$ cat src/rtl/npc3l_multileg_seq_pkg.sv
`default_nettype none
// ============================================================================
// Package : PKG_decoder_3lxnpc
// Purpose : Shared types and constants for the multi-leg 3-level NPC
//           commutation sequencer. Holds the leg-state and step enums, the
//           gate switch codes and small helpers that map a level onto its code.
// Revision: 1.0 - initial release
// ============================================================================
package PKG_decoder_3lxnpc;

    localparam int TW_DEFAULT = 8;

    // Encoding deliberately matches the v_lev request coding (0=Z, 1=P, 2=N).
    // Code 3 is only ever reached internally as the shut-down state.
    typedef enum logic [1:0] {
        LEG_Z   = 2'd0,
        LEG_P   = 2'd1,
        LEG_N   = 2'd2,
        LEG_OFF = 2'd3
    } leg_state_e;

    typedef enum logic [1:0] {
        STEP_IDLE = 2'd0,
        STEP_DEAD = 2'd1,
        STEP_HOLD = 2'd2,
        STEP_SHUT = 2'd3
    } step_e;

    // Gate codes {S1,S2,S3,S4}
    localparam logic [3:0] SW_P          = 4'b1100;
    localparam logic [3:0] SW_Z          = 4'b0110;
    localparam logic [3:0] SW_N          = 4'b0011;
    localparam logic [3:0] SW_OFF        = 4'b0000;
    localparam logic [3:0] SW_DEAD_P     = 4'b0100;
    localparam logic [3:0] SW_DEAD_N     = 4'b0010;
    localparam logic [3:0] SW_INNER_MASK = 4'b0110;

    function automatic logic [3:0] stable_code(input leg_state_e lvl);
        logic [3:0] code;
        case (lvl)
            LEG_P:   code = SW_P;
            LEG_N:   code = SW_N;
            LEG_Z:   code = SW_Z;
            default: code = SW_OFF;
        endcase
        return code;
    endfunction

    // Every commutation segment touches Z; only the P side (S2 alone) or the
    // N side (S3 alone) stays on through the dead time.
    function automatic logic [3:0] dead_code(input leg_state_e from_lvl,
                                             input leg_state_e to_lvl);
        return ((from_lvl == LEG_P) || (to_lvl == LEG_P)) ? SW_DEAD_P : SW_DEAD_N;
    endfunction

endpackage
`default_nettype wire

$ cat src/rtl/npc3l_leg_fsm.sv
`default_nettype none
// ============================================================================
// Module  : npc3l_leg_fsm
// Purpose : Commutation sequencer for one 3-level NPC leg. Walks Z<->P and
//           Z<->N transitions through a dead-time step and a minimum-hold
//           step, chains P<->N through Z, and performs the controlled
//           shutdown (outer switches off, inner held for dead time, then OFF).
// Ports   : clk, rst        - clock, asynchronous active-high reset
//           t_dead_i/t_min_i - timing values, captured at sequence start
//           v_lev_i          - level request (0=Z 1=P 2=N 3=no-op)
//           fault_i          - abort request from the fault input
//           lock_i           - inhibits request sampling while fault latched
//           rearm_i          - single-cycle re-arm, OFF -> Z
//           s_o              - registered gate code {S1,S2,S3,S4}
//           busy_o           - high during dead/hold step cycles
//           off_o            - leg has completed shutdown and sits in OFF
// Revision: 1.0 - initial release
// ============================================================================
module npc3l_leg_fsm
    import PKG_decoder_3lxnpc::*;
#(
    parameter int TW = TW_DEFAULT
) (
    input  logic          clk,
    input  logic          rst,
    input  logic [TW-1:0] t_dead_i,
    input  logic [TW-1:0] t_min_i,
    input  logic [1:0]    v_lev_i,
    input  logic          fault_i,
    input  logic          lock_i,
    input  logic          rearm_i,
    output logic [3:0]    s_o,
    output logic          busy_o,
    output logic          off_o
);

    localparam logic [TW-1:0] ONE = TW'(1);

    // level_q : stable level the leg last settled in (origin of a sequence)
    // seg_to_q: destination of the segment being executed
    // final_q : destination of the whole (possibly chained) sequence
    leg_state_e    level_q,  level_d;
    leg_state_e    seg_to_q, seg_to_d;
    leg_state_e    final_q,  final_d;
    step_e         step_q,   step_d;
    logic [TW-1:0] cnt_q,    cnt_d;
    logic [TW-1:0] td_q,     td_d;
    logic [TW-1:0] tm_q,     tm_d;
    logic [3:0]    s_q,      s_d;

    logic [TW-1:0] w_td_eff;
    logic [TW-1:0] w_tm_eff;
    leg_state_e    w_req;
    leg_state_e    w_first_to;
    logic          w_abort;

    // Zero timing values are promoted to one cycle.
    assign w_td_eff = (t_dead_i == '0) ? ONE : t_dead_i;
    assign w_tm_eff = (t_min_i  == '0) ? ONE : t_min_i;
    assign w_req    = leg_state_e'(v_lev_i);

    // From Z the first segment goes straight to the target; from P or N the
    // first segment always returns to Z (P<->N continues from there).
    assign w_first_to = (level_q == LEG_Z) ? w_req : LEG_Z;

    // A leg already shutting down or already OFF is not restarted by a fault
    // that stays high.
    assign w_abort = fault_i && (step_q != STEP_SHUT) && (level_q != LEG_OFF);

    always_ff @(posedge clk or posedge rst) begin
        if (rst) begin
            level_q  <= LEG_Z;
            seg_to_q <= LEG_Z;
            final_q  <= LEG_Z;
            step_q   <= STEP_IDLE;
            cnt_q    <= '0;
            td_q     <= '0;
            tm_q     <= '0;
            s_q      <= SW_Z;
        end else begin
            level_q  <= level_d;
            seg_to_q <= seg_to_d;
            final_q  <= final_d;
            step_q   <= step_d;
            cnt_q    <= cnt_d;
            td_q     <= td_d;
            tm_q     <= tm_d;
            s_q      <= s_d;
        end
    end

    always_comb begin
        level_d  = level_q;
        seg_to_d = seg_to_q;
        final_d  = final_q;
        step_d   = step_q;
        cnt_d    = cnt_q;
        td_d     = td_q;
        tm_d     = tm_q;
        s_d      = s_q;

        if (w_abort) begin
            // Outer switches open at once; inner ones stay for the dead time.
            step_d = STEP_SHUT;
            s_d    = s_q & SW_INNER_MASK;
            cnt_d  = w_td_eff - ONE;
        end else begin
            case (step_q)
                STEP_IDLE: begin
                    if (level_q == LEG_OFF) begin
                        if (rearm_i) begin
                            level_d = LEG_Z;
                            s_d     = SW_Z;
                        end
                    end else if (!lock_i && (v_lev_i != 2'd3) && (w_req != level_q)) begin
                        td_d     = w_td_eff;
                        tm_d     = w_tm_eff;
                        cnt_d    = w_td_eff - ONE;
                        final_d  = w_req;
                        seg_to_d = w_first_to;
                        step_d   = STEP_DEAD;
                        s_d      = dead_code(level_q, w_first_to);
                    end
                end
                STEP_DEAD: begin
                    if (cnt_q == '0) begin
                        step_d = STEP_HOLD;
                        cnt_d  = tm_q - ONE;
                        s_d    = stable_code(seg_to_q);
                    end else begin
                        cnt_d = cnt_q - ONE;
                    end
                end
                STEP_HOLD: begin
                    if (cnt_q == '0) begin
                        if (seg_to_q != final_q) begin
                            // Second half of P<->N: leave Z with no idle cycle.
                            level_d  = LEG_Z;
                            seg_to_d = final_q;
                            step_d   = STEP_DEAD;
                            cnt_d    = td_q - ONE;
                            s_d      = dead_code(LEG_Z, final_q);
                        end else begin
                            level_d = seg_to_q;
                            step_d  = STEP_IDLE;
                        end
                    end else begin
                        cnt_d = cnt_q - ONE;
                    end
                end
                STEP_SHUT: begin
                    if (cnt_q == '0) begin
                        level_d = LEG_OFF;
                        step_d  = STEP_IDLE;
                        s_d     = SW_OFF;
                    end else begin
                        cnt_d = cnt_q - ONE;
                    end
                end
                default: begin
                    step_d = STEP_IDLE;
                end
            endcase
        end
    end

    assign s_o    = s_q;
    assign busy_o = (step_q == STEP_DEAD) || (step_q == STEP_HOLD);
    assign off_o  = (level_q == LEG_OFF) && (step_q == STEP_IDLE);

endmodule
`default_nettype wire

$ cat src/rtl/npc3l_multileg_seq.sv
`default_nettype none
// ============================================================================
// Module  : npc3l_multileg_seq
// Purpose : N_LEGS independent 3-level NPC leg sequencers sharing timing
//           inputs, plus the sticky fault latch and the re-arm handshake.
// Ports   : clk, rst       - clock, asynchronous active-high reset
//           t_dead, t_min  - shared dead-time / minimum-hold cycle counts
//           v_lev          - per-leg level request, leg i at [2i+1:2i]
//           fault          - level-sensitive shutdown request
//           fault_clr      - re-arm pulse, honoured only once all legs OFF
//           S_out          - gate codes, leg i at [4i+3:4i] = {S1,S2,S3,S4}
//           busy           - per-leg commutation-in-progress flags
//           fault_active   - fault latched, until re-arm completes
// Revision: 1.0 - initial release
// ============================================================================
module npc3l_multileg_seq
    import PKG_decoder_3lxnpc::*;
#(
    parameter int N_LEGS = 3,
    parameter int TW     = TW_DEFAULT
) (
    input  logic                  clk,
    input  logic                  rst,
    input  logic [TW-1:0]         t_dead,
    input  logic [TW-1:0]         t_min,
    input  logic [2*N_LEGS-1:0]   v_lev,
    input  logic                  fault,
    input  logic                  fault_clr,
    output logic [4*N_LEGS-1:0]   S_out,
    output logic [N_LEGS-1:0]     busy,
    output logic                  fault_active
);

    logic              fault_active_q, fault_active_d;
    logic              rearm_q;
    logic              w_rearm;
    logic [N_LEGS-1:0] w_off;

    // Re-arm needs the fault released, the latch set and every leg through
    // its shutdown dead-time; fault always wins over fault_clr.
    assign w_rearm = fault_clr && !fault && fault_active_q && (&w_off);

    // The latch drops one cycle after the legs were driven back to Z.
    always_comb begin
        fault_active_d = fault_active_q;
        if (fault) begin
            fault_active_d = 1'b1;
        end else if (rearm_q) begin
            fault_active_d = 1'b0;
        end
    end

    always_ff @(posedge clk or posedge rst) begin
        if (rst) begin
            fault_active_q <= 1'b0;
            rearm_q        <= 1'b0;
        end else begin
            fault_active_q <= fault_active_d;
            rearm_q        <= w_rearm;
        end
    end

    for (genvar g = 0; g < N_LEGS; g++) begin : g_leg
        npc3l_leg_fsm #(
            .TW (TW)
        ) u_leg (
            .clk      (clk),
            .rst      (rst),
            .t_dead_i (t_dead),
            .t_min_i  (t_min),
            .v_lev_i  (v_lev[2*g +: 2]),
            .fault_i  (fault),
            .lock_i   (fault_active_q),
            .rearm_i  (w_rearm),
            .s_o      (S_out[4*g +: 4]),
            .busy_o   (busy[g]),
            .off_o    (w_off[g])
        );
    end

    assign fault_active = fault_active_q;

endmodule
`default_nettype wire
$ cat config.mk
export PLATFORM = sky130hd
export DESIGN_NAME = npc3l_multileg_seq
export DESIGN_NICKNAME = d
export VERILOG_FILES = /design/src/rtl/npc3l_multileg_seq_pkg.sv /design/src/rtl/npc3l_leg_fsm.sv /design/src/rtl/npc3l_multileg_seq.sv
export SDC_FILE = /design/constraint.sdc
export NUM_CORES = 1
export LEC_CHECK = 0
export ABC_AREA = 1
export CORE_UTILIZATION = 61
export DETAILED_ROUTE_END_ITERATION = 8
export PLACE_DENSITY = 0.81
export SYNTH_ARGS = -nofsm -noshare
export SYNTH_HDL_FRONTEND = slang
export SYNTH_SLANG_ARGS = --single-unit
export TNS_END_PERCENT = 50
$ cat constraint.sdc
create_clock -name clk -period 3.8 [get_ports clk]
set_input_delay 0.38 -clock clk [delete_from_list [all_inputs] [get_ports clk]]
set_output_delay 0.38 -clock clk [all_outputs]
set_load 0.05 [all_outputs]
==> flow_summary.yaml <==
status:
  outcome: "complete, no violations"
sta:
  finClkSkew_ps: 8.045
  timing.final.max_slew_violations: 0
  finalCritPeriodShare_pct: 67.70
  holdWs_ps: 443.3
  fmax_mhz: 388.7
  worst_slew_pin_slew_ps: 696.5
  min_period_ps: 2573
  report.final.hold_viol_count: 0
  slew_headroom_pct: 53.57
  rsz0062_at_grt: "false"
  setup-violations-final: 0
  fin_setup_tns_ps: 0
grt:
  gr-usage-all-layers_pct: 32.05
  antenna_found_initial: 1
  grt_pass1_wl_mm: 32.98
  grt_pass1_vias: 6777
  grt_max_degree: 57
  overflow: 0
route:
  routed_wl_mm: 20.31
  vias: 7752
  drc: 0
  drt_pass1_iterations: 5
  ant_nets: 0
  via_per_inst: 5.549
  post_drt_wl_per_cell_um: 14.54
  first_iter_violations: 758
worst_setup_path:
  path_class: "in2reg"
  cpPeakStageDelay_ps: 520
  critical_path_cell_count: 17
  arrival_ps: 2870
  cpMostUsedCell: "nand2_1"
  critPathSlowestCell: "clkdlybuf4s50_1"
  critical_path.max_fanout: 6
  path_cells: "clkdlybuf4s50_1 -> inv_1 -> nand2_1 -> nor2_1 -> nand2_1 -> nand2_1 -> inv_1 -> ha_1 -> inv_1 -> nor2_1 -> nand2_1 -> nor2_1 -> xor2_1 -> nor2_1 -> nor2_2 -> nand2_1 -> nand2_1"
  critPathLaunchType: "input port"
  required_ps: 4100
  cpLargestDelayFamily: "simple AND/OR/NAND/NOR gates"
  endpoint_kind: "flip-flop"
  reg2reg_depth: 9
  path_buf_inv: 4
yosys:
  syn-num-nets: 1242
  synth-async-reset-ratio_pct: 100.0
  yosysTopAreaCellShare_pct: 32.80
  yosysSeqAreaShare_pct: 34.78
  synth-edff-count: 0
  syn_area_mm2: 0.007935
  yosys_warnings: 0
  synthCells: 1191
  ys.flop_type: "dfrtp_1"
  synthTopCellsByArea: "dfrtp_1 33%, nand2_1 18%, nand3_1 8.0%"
  synth_seq_cells: 110
  yosys.area.top_type: "dfrtp_1"
  synth.avg_cell_area_um2: 6.663
  synth_cell_type_count: 45
cells_and_area:
  layout_commonest_cell: "nand2_1"
  most-common-layout-cells: "375 x nand2_1, 155 x inv_1, 127 x nand3_1"
  nFillCells: 1126
  nNetsFinal: 1271
  drive_gt1_share_pct: 6.367
  syn_to_final_growth_pct: 10.60
  diodes: 0
place:
  dp_hpwl_mm: 15.36
  portBuffers: 41
  gp_congestion: 0.9098
clocking:
  htreeDepth: 3
  cts_tree: "done"
  cts_hold_buffers: 0
  root_buffer: "clkbuf_16"
  cts_setup_buffers: 0
  clk_pin_slew_ps: 70
  clock_latency_ps: 360
  cts_made_buffers: 9
  cts_buffer_depth: 2
  ctsResizeCount: 0
  clock-sinks: 110
die:
  die_x_um: 116.1
  core_mm2: 0.01267
  die-area_mm2: 0.01347
  die_h_um: 116.1
  initial_utilization_pct: 62.62
  row_count: 41
  io_pins: 42
power_and_ir_drop:
  peakVddDrop_mv: 0.5141
  leakage_uw: 0.004430
  power_density_mw_per_mm2: 718.8
min_path:
  min_path_cells: 1
  hold_class: "reg2reg"
job:
  maxCapViolCount: 0
## layer usage
metal | wire (µm) | share of wire [%] | global-route usage, % | vias to the layer above
li1 | - | - | - | 3886
met1 | 9347 | 46 | 45.69 | 3548
met2 | 8842 | 44 | 48.33 | 292
met3 | 1724 | 8.5 | 7.531 | 26
met4 | 391 | 1.9 | 9.658 | 0
met5 | 0 | 0 | 0 | -
## cells in the mapped netlist (11+ instances only)
master / count
nand2_1: 375
inv_1: 156
nand3_1: 127
dfrtp_1: 104
nor2_1: 103
o21ai_0: 66
o21ai_1: 44
a21oi_1: 39
ha_1: 25
buf_2: 12
nand4_1: 12
nand2_2: 11
xnor2_1: 11
## path summary, 6_finish.rpt
check                                                      end                                  from  slack [ps]
max                        g_leg[0].u_leg.cnt_q[6]$_DFFE_PP0P_                             t_dead[2]        1230
min                                   fault_active$_DFFE_PP0P_                     rearm_q$_DFF_PP0_         440
max reg2reg                g_leg[0].u_leg.cnt_q[1]$_DFFE_PP0P_  g_leg[0].u_leg.step_q[0]$_DFFE_PP0P_        1450
min reg2reg                           fault_active$_DFFE_PP0P_                     rearm_q$_DFF_PP0_         440
max in group asynchronous   g_leg[1].u_leg.td_q[5]$_DFFE_PP0P_                                   rst        2580
min in group asynchronous    g_leg[2].u_leg.s_o[0]$_DFFE_PP0P_                                   rst         480
## final cells by class
cell class / count / area, µm² / share of cell area (%)
repair buffers: 43 / 437.9 / 4.990
clock inverters: 5 / 78.83 / 0.8982
multi-input cells: 891 / 4407 / 50.21
clock buffers: 11 / 252.7 / 2.880
well taps: 172 / 215.2 / 2.452
flip-flops and latches: 110 / 2760 / 31.45
inverters: 165 / 624.3 / 7.114
## through the flow
step / power [µW] / setup slack, ps / std cells / utilization, % / area (µm²)
global route: 6843 / 969.9 / 1397 / 69.26 / 8776
finish: 6308 / 1227 / 1397 / 69.26 / 8776
floorplan: 4477 / 527.6 / 1191 / - / 7935
CTS: 6277 / 1289 / 1397 / 69.26 / 8776
detailed placement: 5195 / 957.4 / 1381 / 66.64 / 8444
global placement: 5144 / 1042 / 1381 / 66.64 / 8444
## report_power, final
group          internal [µW]  switching (µW)  total (µW)
logic                   1150            2350        3510
clock network            615             446        1060
registers               1480             262        1740
## cell families (layout without fill, tap and decap cells)
family / Yosys count / count (layout) / share of synthesized area [%]
flip-flops: 110 / 110 / 34.78
multiplexers: 1 / 1 / 0.1419
AND/OR/NAND/NOR: 670 / 670 / 37.40
AO/OA/AOI/OAI: 176 / 176 / 11.95
buffers and inverters: 190 / 224 / 9.682
adder cells (fa/ha/maj): 25 / 25 / 3.942
XOR/XNOR: 19 / 19 / 2.097
## sequential cells by signal, indices dropped and copies added, names as in the netlist
signal,cells
g_leg.u_leg.cnt_q,24
g_leg.u_leg.td_q,24
g_leg.u_leg.tm_q,24
g_leg.u_leg.s_o,12
g_leg.u_leg.final_q,6
g_leg.u_leg.level_q,6
g_leg.u_leg.seg_to_q,6
g_leg.u_leg.step_q,6
fault_active,1
rearm_q,1
No activity file was read; power rests on OpenSTA's default activity.
